## src/rtl/dm_wt_cache_if.sv

```systemverilog
// dm_wt_cache_if: groups the processor-side and stallmem-side buses of the
// direct-mapped write-through cache into one bundle.
//
// Signals:
//   cpu_addr/cpu_wdata/cpu_rd/cpu_wr/flush : processor request
//   cpu_rdata/cpu_done                     : processor response
//   mem_addr/mem_wdata/mem_enable/mem_wr   : stallmem request
//   mem_rdata/mem_ready                    : stallmem response
//
// Modports:
//   slave  : the cache (consumes the processor request, drives stallmem)
//   master : the environment (processor plus stallmem)
interface dm_wt_cache_if #(
  parameter int ADDR_W = 32,
  parameter int DATA_W = 32
);
  logic [ADDR_W-1:0] cpu_addr;
  logic [DATA_W-1:0] cpu_wdata;
  logic              cpu_rd;
  logic              cpu_wr;
  logic [DATA_W-1:0] cpu_rdata;
  logic              cpu_done;
  logic              flush;
  logic [ADDR_W-1:0] mem_addr;
  logic [DATA_W-1:0] mem_wdata;
  logic [DATA_W-1:0] mem_rdata;
  logic              mem_enable;
  logic              mem_wr;
  logic              mem_ready;

  modport slave (
    input  cpu_addr, cpu_wdata, cpu_rd, cpu_wr, flush, mem_rdata, mem_ready,
    output cpu_rdata, cpu_done, mem_addr, mem_wdata, mem_enable, mem_wr
  );

  modport master (
    output cpu_addr, cpu_wdata, cpu_rd, cpu_wr, flush, mem_rdata, mem_ready,
    input  cpu_rdata, cpu_done, mem_addr, mem_wdata, mem_enable, mem_wr
  );
endinterface

```

## src/rtl/dm_wt_cache.sv

```systemverilog
// dm_wt_cache: direct-mapped, write-through, one-word-line cache placed
// between the processor memory port and the stallmem backing memory.
// Read hits complete in the request cycle; read misses and all writes go to
// stallmem and complete in the mem_ready cycle (writes allocate the line).
//
// Ports:
//   clk  : system clock, rising edge
//   rst  : synchronous reset, active-high
//   bus  : dm_wt_cache_if.slave (processor request/response, stallmem bus)
//   hit_count/miss_count : read hit / read miss counters, only present when
//                          the CACHE_STATS_EN macro is defined
//
// Optional feature macro: CACHE_STATS_EN
module dm_wt_cache #(
  parameter int INDEX_BITS = 4,
  parameter int ADDR_W     = 32,
  parameter int DATA_W     = 32
) (
  input  logic         clk,
  input  logic         rst,
  dm_wt_cache_if.slave bus
`ifdef CACHE_STATS_EN
  ,
  output logic [31:0]  hit_count,
  output logic [31:0]  miss_count
`endif
);

  localparam int LINES = 1 << INDEX_BITS;
  localparam int TAG_W = ADDR_W - INDEX_BITS - 2;

  typedef enum logic [1:0] {IDLE, RD_MISS, WR_THRU} state_t;

  state_t            state_reg;
  logic [ADDR_W-1:0] mem_addr_reg;
  logic [DATA_W-1:0] mem_wdata_reg;
  logic              mem_enable_reg;
  logic              mem_wr_reg;

  logic [LINES-1:0]  valid_reg;
  logic [TAG_W-1:0]  tag_reg  [LINES];
  logic [DATA_W-1:0] data_reg [LINES];

  logic [INDEX_BITS-1:0] cpu_index;
  logic [TAG_W-1:0]      cpu_tag;
  logic [INDEX_BITS-1:0] fill_index;
  logic [TAG_W-1:0]      fill_tag;
  logic [DATA_W-1:0]     fill_data;
  logic                  line_hit;
  logic                  rd_hit;
  logic                  mem_done;
  logic                  flush_now;
  logic [DATA_W-1:0]     rdata_next;
  logic                  unused_addr_lsb;

  assign unused_addr_lsb = ^bus.cpu_addr[1:0];

  assign cpu_index  = bus.cpu_addr[INDEX_BITS+1:2];
  assign cpu_tag    = bus.cpu_addr[ADDR_W-1:INDEX_BITS+2];
  // The latched request address doubles as the fill address.
  assign fill_index = mem_addr_reg[INDEX_BITS+1:2];
  assign fill_tag   = mem_addr_reg[ADDR_W-1:INDEX_BITS+2];

  always_comb begin
    line_hit   = valid_reg[cpu_index] && (tag_reg[cpu_index] == cpu_tag);
    // A simultaneous write takes priority, so a hit only completes a pure read.
    rd_hit     = (state_reg == IDLE) && bus.cpu_rd && !bus.cpu_wr && line_hit && !rst;
    mem_done   = (state_reg != IDLE) && bus.mem_ready && !rst;
    flush_now  = (state_reg == IDLE) && bus.flush && !bus.cpu_rd && !bus.cpu_wr;
    fill_data  = (state_reg == WR_THRU) ? mem_wdata_reg : bus.mem_rdata;
    rdata_next = '0;
    if (rd_hit) begin
      rdata_next = data_reg[cpu_index];
    end else if (mem_done && (state_reg == RD_MISS)) begin
      rdata_next = bus.mem_rdata;
    end
  end

  assign bus.cpu_done   = rd_hit || mem_done;
  assign bus.cpu_rdata  = rdata_next;
  assign bus.mem_addr   = mem_addr_reg;
  assign bus.mem_wdata  = mem_wdata_reg;
  assign bus.mem_enable = mem_enable_reg;
  assign bus.mem_wr     = mem_wr_reg;

  // Valid bits are per-line flops so flush and reset clear them in one edge.
  genvar gi;
  generate
    for (gi = 0; gi < LINES; gi++) begin : g_valid
      always_ff @(posedge clk) begin
        if (rst || flush_now) begin
          valid_reg[gi] <= 1'b0;
        end else if (mem_done && (fill_index == INDEX_BITS'(gi))) begin
          valid_reg[gi] <= 1'b1;
        end
      end
    end
  endgenerate

  always_ff @(posedge clk) begin
    if (mem_done) begin
      tag_reg[fill_index]  <= fill_tag;
      data_reg[fill_index] <= fill_data;
    end
  end

  always_ff @(posedge clk) begin
    if (rst) begin
      state_reg      <= IDLE;
      mem_addr_reg   <= '0;
      mem_wdata_reg  <= '0;
      mem_enable_reg <= 1'b0;
      mem_wr_reg     <= 1'b0;
    end else begin
      case (state_reg)
        IDLE: begin
          if (bus.cpu_wr) begin
            state_reg      <= WR_THRU;
            mem_addr_reg   <= bus.cpu_addr;
            mem_wdata_reg  <= bus.cpu_wdata;
            mem_enable_reg <= 1'b1;
            mem_wr_reg     <= 1'b1;
          end else if (bus.cpu_rd && !line_hit) begin
            state_reg      <= RD_MISS;
            mem_addr_reg   <= bus.cpu_addr;
            mem_enable_reg <= 1'b1;
            mem_wr_reg     <= 1'b0;
          end
        end
        RD_MISS, WR_THRU: begin
          if (bus.mem_ready) begin
            state_reg      <= IDLE;
            mem_enable_reg <= 1'b0;
            mem_wr_reg     <= 1'b0;
          end
        end
        default: state_reg <= IDLE;
      endcase
    end
  end

`ifdef CACHE_STATS_EN
  always_ff @(posedge clk) begin
    if (rst) begin
      hit_count  <= '0;
      miss_count <= '0;
    end else begin
      if (rd_hit) hit_count <= hit_count + 32'd1;
      if (mem_done && (state_reg == RD_MISS)) miss_count <= miss_count + 32'd1;
    end
  end
`endif

endmodule

```

## src/flat_wrapper.sv

```systemverilog
// flat-port wrapper written by rule: the top's interface ports become plain ports
module dm_wt_cache_flat 
#(
  parameter int INDEX_BITS = 4,
  parameter int ADDR_W     = 32,
  parameter int DATA_W     = 32
)
  (clk, rst, bus_cpu_addr, bus_cpu_wdata, bus_cpu_rd, bus_cpu_wr, bus_flush, bus_mem_rdata, bus_mem_ready, bus_cpu_rdata, bus_cpu_done, bus_mem_addr, bus_mem_wdata, bus_mem_enable, bus_mem_wr);
  dm_wt_cache_if #(.ADDR_W(ADDR_W), .DATA_W(DATA_W)) bus_i ();
  input  logic clk;
  input  logic rst;
  input wire logic [$bits(bus_i.cpu_addr)-1:0] bus_cpu_addr;
  input wire logic [$bits(bus_i.cpu_wdata)-1:0] bus_cpu_wdata;
  input wire logic [$bits(bus_i.cpu_rd)-1:0] bus_cpu_rd;
  input wire logic [$bits(bus_i.cpu_wr)-1:0] bus_cpu_wr;
  input wire logic [$bits(bus_i.flush)-1:0] bus_flush;
  input wire logic [$bits(bus_i.mem_rdata)-1:0] bus_mem_rdata;
  input wire logic [$bits(bus_i.mem_ready)-1:0] bus_mem_ready;
  output wire logic [$bits(bus_i.cpu_rdata)-1:0] bus_cpu_rdata;
  output wire logic [$bits(bus_i.cpu_done)-1:0] bus_cpu_done;
  output wire logic [$bits(bus_i.mem_addr)-1:0] bus_mem_addr;
  output wire logic [$bits(bus_i.mem_wdata)-1:0] bus_mem_wdata;
  output wire logic [$bits(bus_i.mem_enable)-1:0] bus_mem_enable;
  output wire logic [$bits(bus_i.mem_wr)-1:0] bus_mem_wr;
  assign bus_i.cpu_addr = bus_cpu_addr;
  assign bus_i.cpu_wdata = bus_cpu_wdata;
  assign bus_i.cpu_rd = bus_cpu_rd;
  assign bus_i.cpu_wr = bus_cpu_wr;
  assign bus_i.flush = bus_flush;
  assign bus_i.mem_rdata = bus_mem_rdata;
  assign bus_i.mem_ready = bus_mem_ready;
  assign bus_cpu_rdata = bus_i.cpu_rdata;
  assign bus_cpu_done = bus_i.cpu_done;
  assign bus_mem_addr = bus_i.mem_addr;
  assign bus_mem_wdata = bus_i.mem_wdata;
  assign bus_mem_enable = bus_i.mem_enable;
  assign bus_mem_wr = bus_i.mem_wr;
  dm_wt_cache #(.INDEX_BITS(INDEX_BITS), .ADDR_W(ADDR_W), .DATA_W(DATA_W)) u_core (.clk(clk), .rst(rst), .bus(bus_i));
endmodule
```

## config.mk

```make
export PLATFORM = sky130hd
export DESIGN_NAME = dm_wt_cache_flat
export DESIGN_NICKNAME = d
export VERILOG_FILES = /design/src/rtl/dm_wt_cache_if.sv /design/src/rtl/dm_wt_cache.sv /design/src/flat_wrapper.sv
export SDC_FILE = /design/constraint.sdc
export NUM_CORES = 1
export LEC_CHECK = 0
export BUFFER_PORTS_ARGS = -buffer_cell sky130_fd_sc_hd__buf_4
export CORE_MARGIN = 5
export CORE_UTILIZATION = 33
export DETAILED_ROUTE_END_ITERATION = 16
export SETUP_SLACK_MARGIN = 0.3
export SYNTH_ARGS = -nofsm -noshare
export SYNTH_HDL_FRONTEND = slang
export SYNTH_SLANG_ARGS = --single-unit
```

## constraint.sdc

```tcl
create_clock -name clk -period 7.4 [get_ports clk]
set_input_delay 0.74 -clock clk [delete_from_list [all_inputs] [get_ports clk]]
set_output_delay 0.74 -clock clk [all_outputs]
set_load 0.005 [all_outputs]
```

==> results.py <==
metrics = {
    "worst_setup_path": {
        "cpMostUsedCell": "buf_4",
        "r2r_slack_ps": 3400,
        "crit_slowest_cell": "buf_4",
        "cp_max_fo": 105,
        "worstSetupPathType": "in2out",
        "startpoint": "bus_cpu_addr[4]",
        "critPathTopFamily": "buffers and inverters",
        "crit_cells": 13,
        "reg2reg_depth": 6,
        "required_ps": 6660,
        "arrival_ps": 5000,
        "cp_slowest_stage_delay_ps": 740,
        "crit_chain": "buf_8, buf_4, mux4_2, nor2_1, nor2_1, o21ai_0, xor2_1, nand4_1, nor3_1, nand4b_1, buf_4, o21ai_0, buf_4",
        "r2r_start": "u_core.state_reg[1]",
        "startpoint_type": "primary input",
        "critPathCaptureType": "primary output",
        "worstReg2RegEnd": "u_core.data_reg[15][8]",
        "endpoint": "bus_cpu_rdata[18]",
        "cp_num_buf_inv": 4,
    },
    "cts": {
        "cts-resized-gates": 0,
        "clkLatencyLatePin_ps": 670,
        "clockBufferDepth": 3,
        "cts_hold_buf": 0,
        "h-tree-depth": 3,
        "cts_tree": "built",
        "cts_buffers": 104,
        "clock-sinks": 1012,
        "clk_pin_slew_worst_paths_ps": 60,
        "postCtsSetupRepairBufs": 0,
        "cts-root-buf": "clkbuf_16",
    },
    "sta": {
        "max_freq_mhz": 174.2,
        "worst_clock_skew_ps": 19.67,
        "fin_crit_ps": 5741,
        "rsz0062_at_grt": "false",
        "worst_pin_slew_ps": 1291,
        "slew_violations": 0,
        "hold_slack_ps": 324.2,
        "fin_setup_tns_ps": 0,
        "slew_headroom_pct": 13.51,
        "setup_viol": 0,
        "finalHoldViolCount": 0,
        "finalCritPeriodShare_pct": 77.59,
    },
    "routing": {
        "via_count": 19480,
        "wl_per_cell_um": 26.44,
        "drcViolationCount": 0,
        "ant_nets": 0,
        "viasPerCell": 5.173,
        "drt_iter0_drc": 1898,
        "first_pass_iters": 5,
        "wirelength_um": 99560,
    },
    "floorplanning": {
        "design.portCount": 201,
        "die_h_um": 355.3,
        "rows": 126,
        "die_w_um": 355.3,
        "start_util_pct": 33.28,
        "dieArea_um2": 126300,
        "core_um2": 118200,
    },
    "synthesis": {
        "synth_top_area_share_pct": 70.81,
        "synth_top_cells_by_count": "edfxtp_1 (928), mux4_2 (253), nand2_1 (106)",
        "syn_area_per_cell_um2": 20.76,
        "syn_nets": 2001,
        "synth.area.top_cells": "edfxtp_1 (71%), mux4_2 (14%), dfxtp_1 (4.3%)",
        "yosys.cell_count.top_type": "edfxtp_1",
        "syn-cell-area_um2": 39350,
        "synth_top_area_cell": "edfxtp_1",
        "synth_flop_cell": "edfxtp_1",
        "synth-seq-cells": 1012,
        "ys_seq_area_share_pct": 75.09,
        "async_flop_share_pct": 0,
        "synth_edf_count": 928,
        "syn_inst": 1896,
        "ys_types": 54,
        "ys_warn_count": 0,
    },
    "final_layout": {
        "drive_gt1_share_pct": 31.96,
        "area_growth_pct": 17.29,
        "largest_reg_flops": 512,
        "nFillCells": 10540,
        "final_nets": 2247,
    },
    "power_and_ir_drop": {
        "p_per_area_nw_per_um2": 272.1,
        "p_leak_nw": 15.16,
        "peakVddDrop_v": 0.0002083,
    },
    "job": {
        "drv_cap": 0,
    },
    "grt": {
        "grt_overflow": 0,
        "grt_start_max_net_pins": 106,
        "grt_pass1_vias": 20770,
        "grt_pass1_wl_um": 144200,
        "grt_usage_pct": 15.62,
        "antenna_found_initial": 6,
    },
    "worst_hold_path": {
        "hold_path.class": "in2reg",
    },
    "placed_design": {
        "place.gp.congestion": 0.7446,
        "place_hpwl_um": 55280,
        "io_buffers": 200,
    },
    "run_status": {
        "status": "completed",
    },
}
## per-layer routing
metal  global-route usage, %  wire length, um
met5                       0               40
met4                   3.546             1879
met3                   4.346             8776
met2                   24.94            47520
met1                   21.48            41350
## how the worst min path moves through the flow
| stage | to | slack [ps] | cells past startpoint | start |
|---|---|---|---|---|
| after floorplan | u_core.valid_reg[10] | 440 | 1 | u_core.valid_reg[10] |
| after global routing | u_core.bus.mem_wdata[26] | 290 | 3 | bus_cpu_wdata[26] |
| after global placement | u_core.valid_reg[6] | 440 | 1 | u_core.valid_reg[6] |
| final | u_core.bus.mem_wdata[25] | 320 | 3 | bus_cpu_wdata[25] |
| after CTS | u_core.bus.mem_wdata[21] | 270 | 3 | bus_cpu_wdata[21] |
| after detailed placement | u_core.valid_reg[4] | 450 | 1 | u_core.valid_reg[4] |
## where the power goes
| group | internal, W | switching (W) |
|---|---|---|
| clock network | 0.00308 | 0.00216 |
| registers | 0.00641 | 0.000101 |
| logic | 0.000339 | 0.000467 |
| total | 0.00983 | 0.00273 |
## per-stage QoR
stage / cell area, um^2 / std cells / setup WS [ps] / util [%] / total power, W
finish: 46160 / 3765 / 1659 / 39.04 / 0.01256
global route: 46150 / 3764 / 1401 / 39.03 / 0.01300
CTS: 46150 / 3764 / 1629 / 39.03 / 0.01269
detailed placement: 42720 / 3572 / 1638 / 36.13 / 0.007451
global placement: 42720 / 3572 / 1654 / 36.13 / 0.007416
floorplan: 39350 / 1896 / 1320 / - / 0.007093
## cells by family (layout without fill, tap and decap cells)
family          after synthesis  count (layout)  share of synthesized area (%)
other cells                   0               1                              0
flops                      1012            1012                          75.09
compound gates              136             136                          2.207
buf+inv                     138             470                          1.774
simple gates                210             210                          2.299
xor+xnor                     24              24                         0.5341
mux                         373             373                          18.01
fa+ha+maj                     3               3                        0.09539
## layout make-up
cell class,count,area [um^2],area share [%]
Sequential cell,1012,29550,64.02
Multi-Input combinational cell,746,9235,20.01
Clock buffer,133,2824,6.118
Tap cell,1536,1922,4.164
Timing Repair Buffer,241,1874,4.061
Clock inverter,59,610.6,1.323
Inverter,37,140.1,0.3036
Antenna cell,1,2.502,0.005422
## cells in the final DEF, fill, tap and decap left out, types with 5 or more instances in the layout
| master | netlist | layout |
|---|---|---|
| clkinv_2 | 0 | 17 |
| clkbuf_16 | 0 | 106 |
| mux2_2 | 32 | 32 |
| nor2_4 | 0 | 12 |
| bufinv_16 | 0 | 11 |
| nand2_1 | 106 | 105 |
| clkbuf_8 | 0 | 7 |
| buf_4 | 7 | 235 |
| xnor2_1 | 8 | 8 |
| o21a_1 | 21 | 21 |
| mux2i_1 | 79 | 79 |
| mux4_1 | 9 | 9 |
| inv_6 | 0 | 7 |
| nand2b_1 | 8 | 8 |
| edfxtp_1 | 928 | 928 |
| nor2b_1 | 5 | 5 |
| a221o_1 | 5 | 5 |
| o21ai_1 | 9 | 9 |
| xor2_1 | 16 | 16 |
| mux4_2 | 253 | 253 |
| clkinvlp_4 | 0 | 6 |
| a221oi_1 | 9 | 9 |
| clkbuf_1 | 47 | 20 |
| nor2_1 | 60 | 48 |
| a21oi_1 | 40 | 40 |
| o22ai_1 | 8 | 8 |
| dfxtp_1 | 84 | 84 |
| clkinv_1 | 0 | 16 |
| o21ai_0 | 28 | 28 |
| inv_1 | 35 | 35 |
## worst reg2reg max path: cells and delay by family (launching register included)
| family | cells | cell delay [ps] |
|---|---|---|
| adder cells (fa/ha/maj) | 1 | 290 |
| buffers and inverters | 2 | 890 |
| flip-flops | 1 | 370 |
| AND/OR/NAND/NOR | 3 | 1990 |
Power figures use the tool's default switching activity.
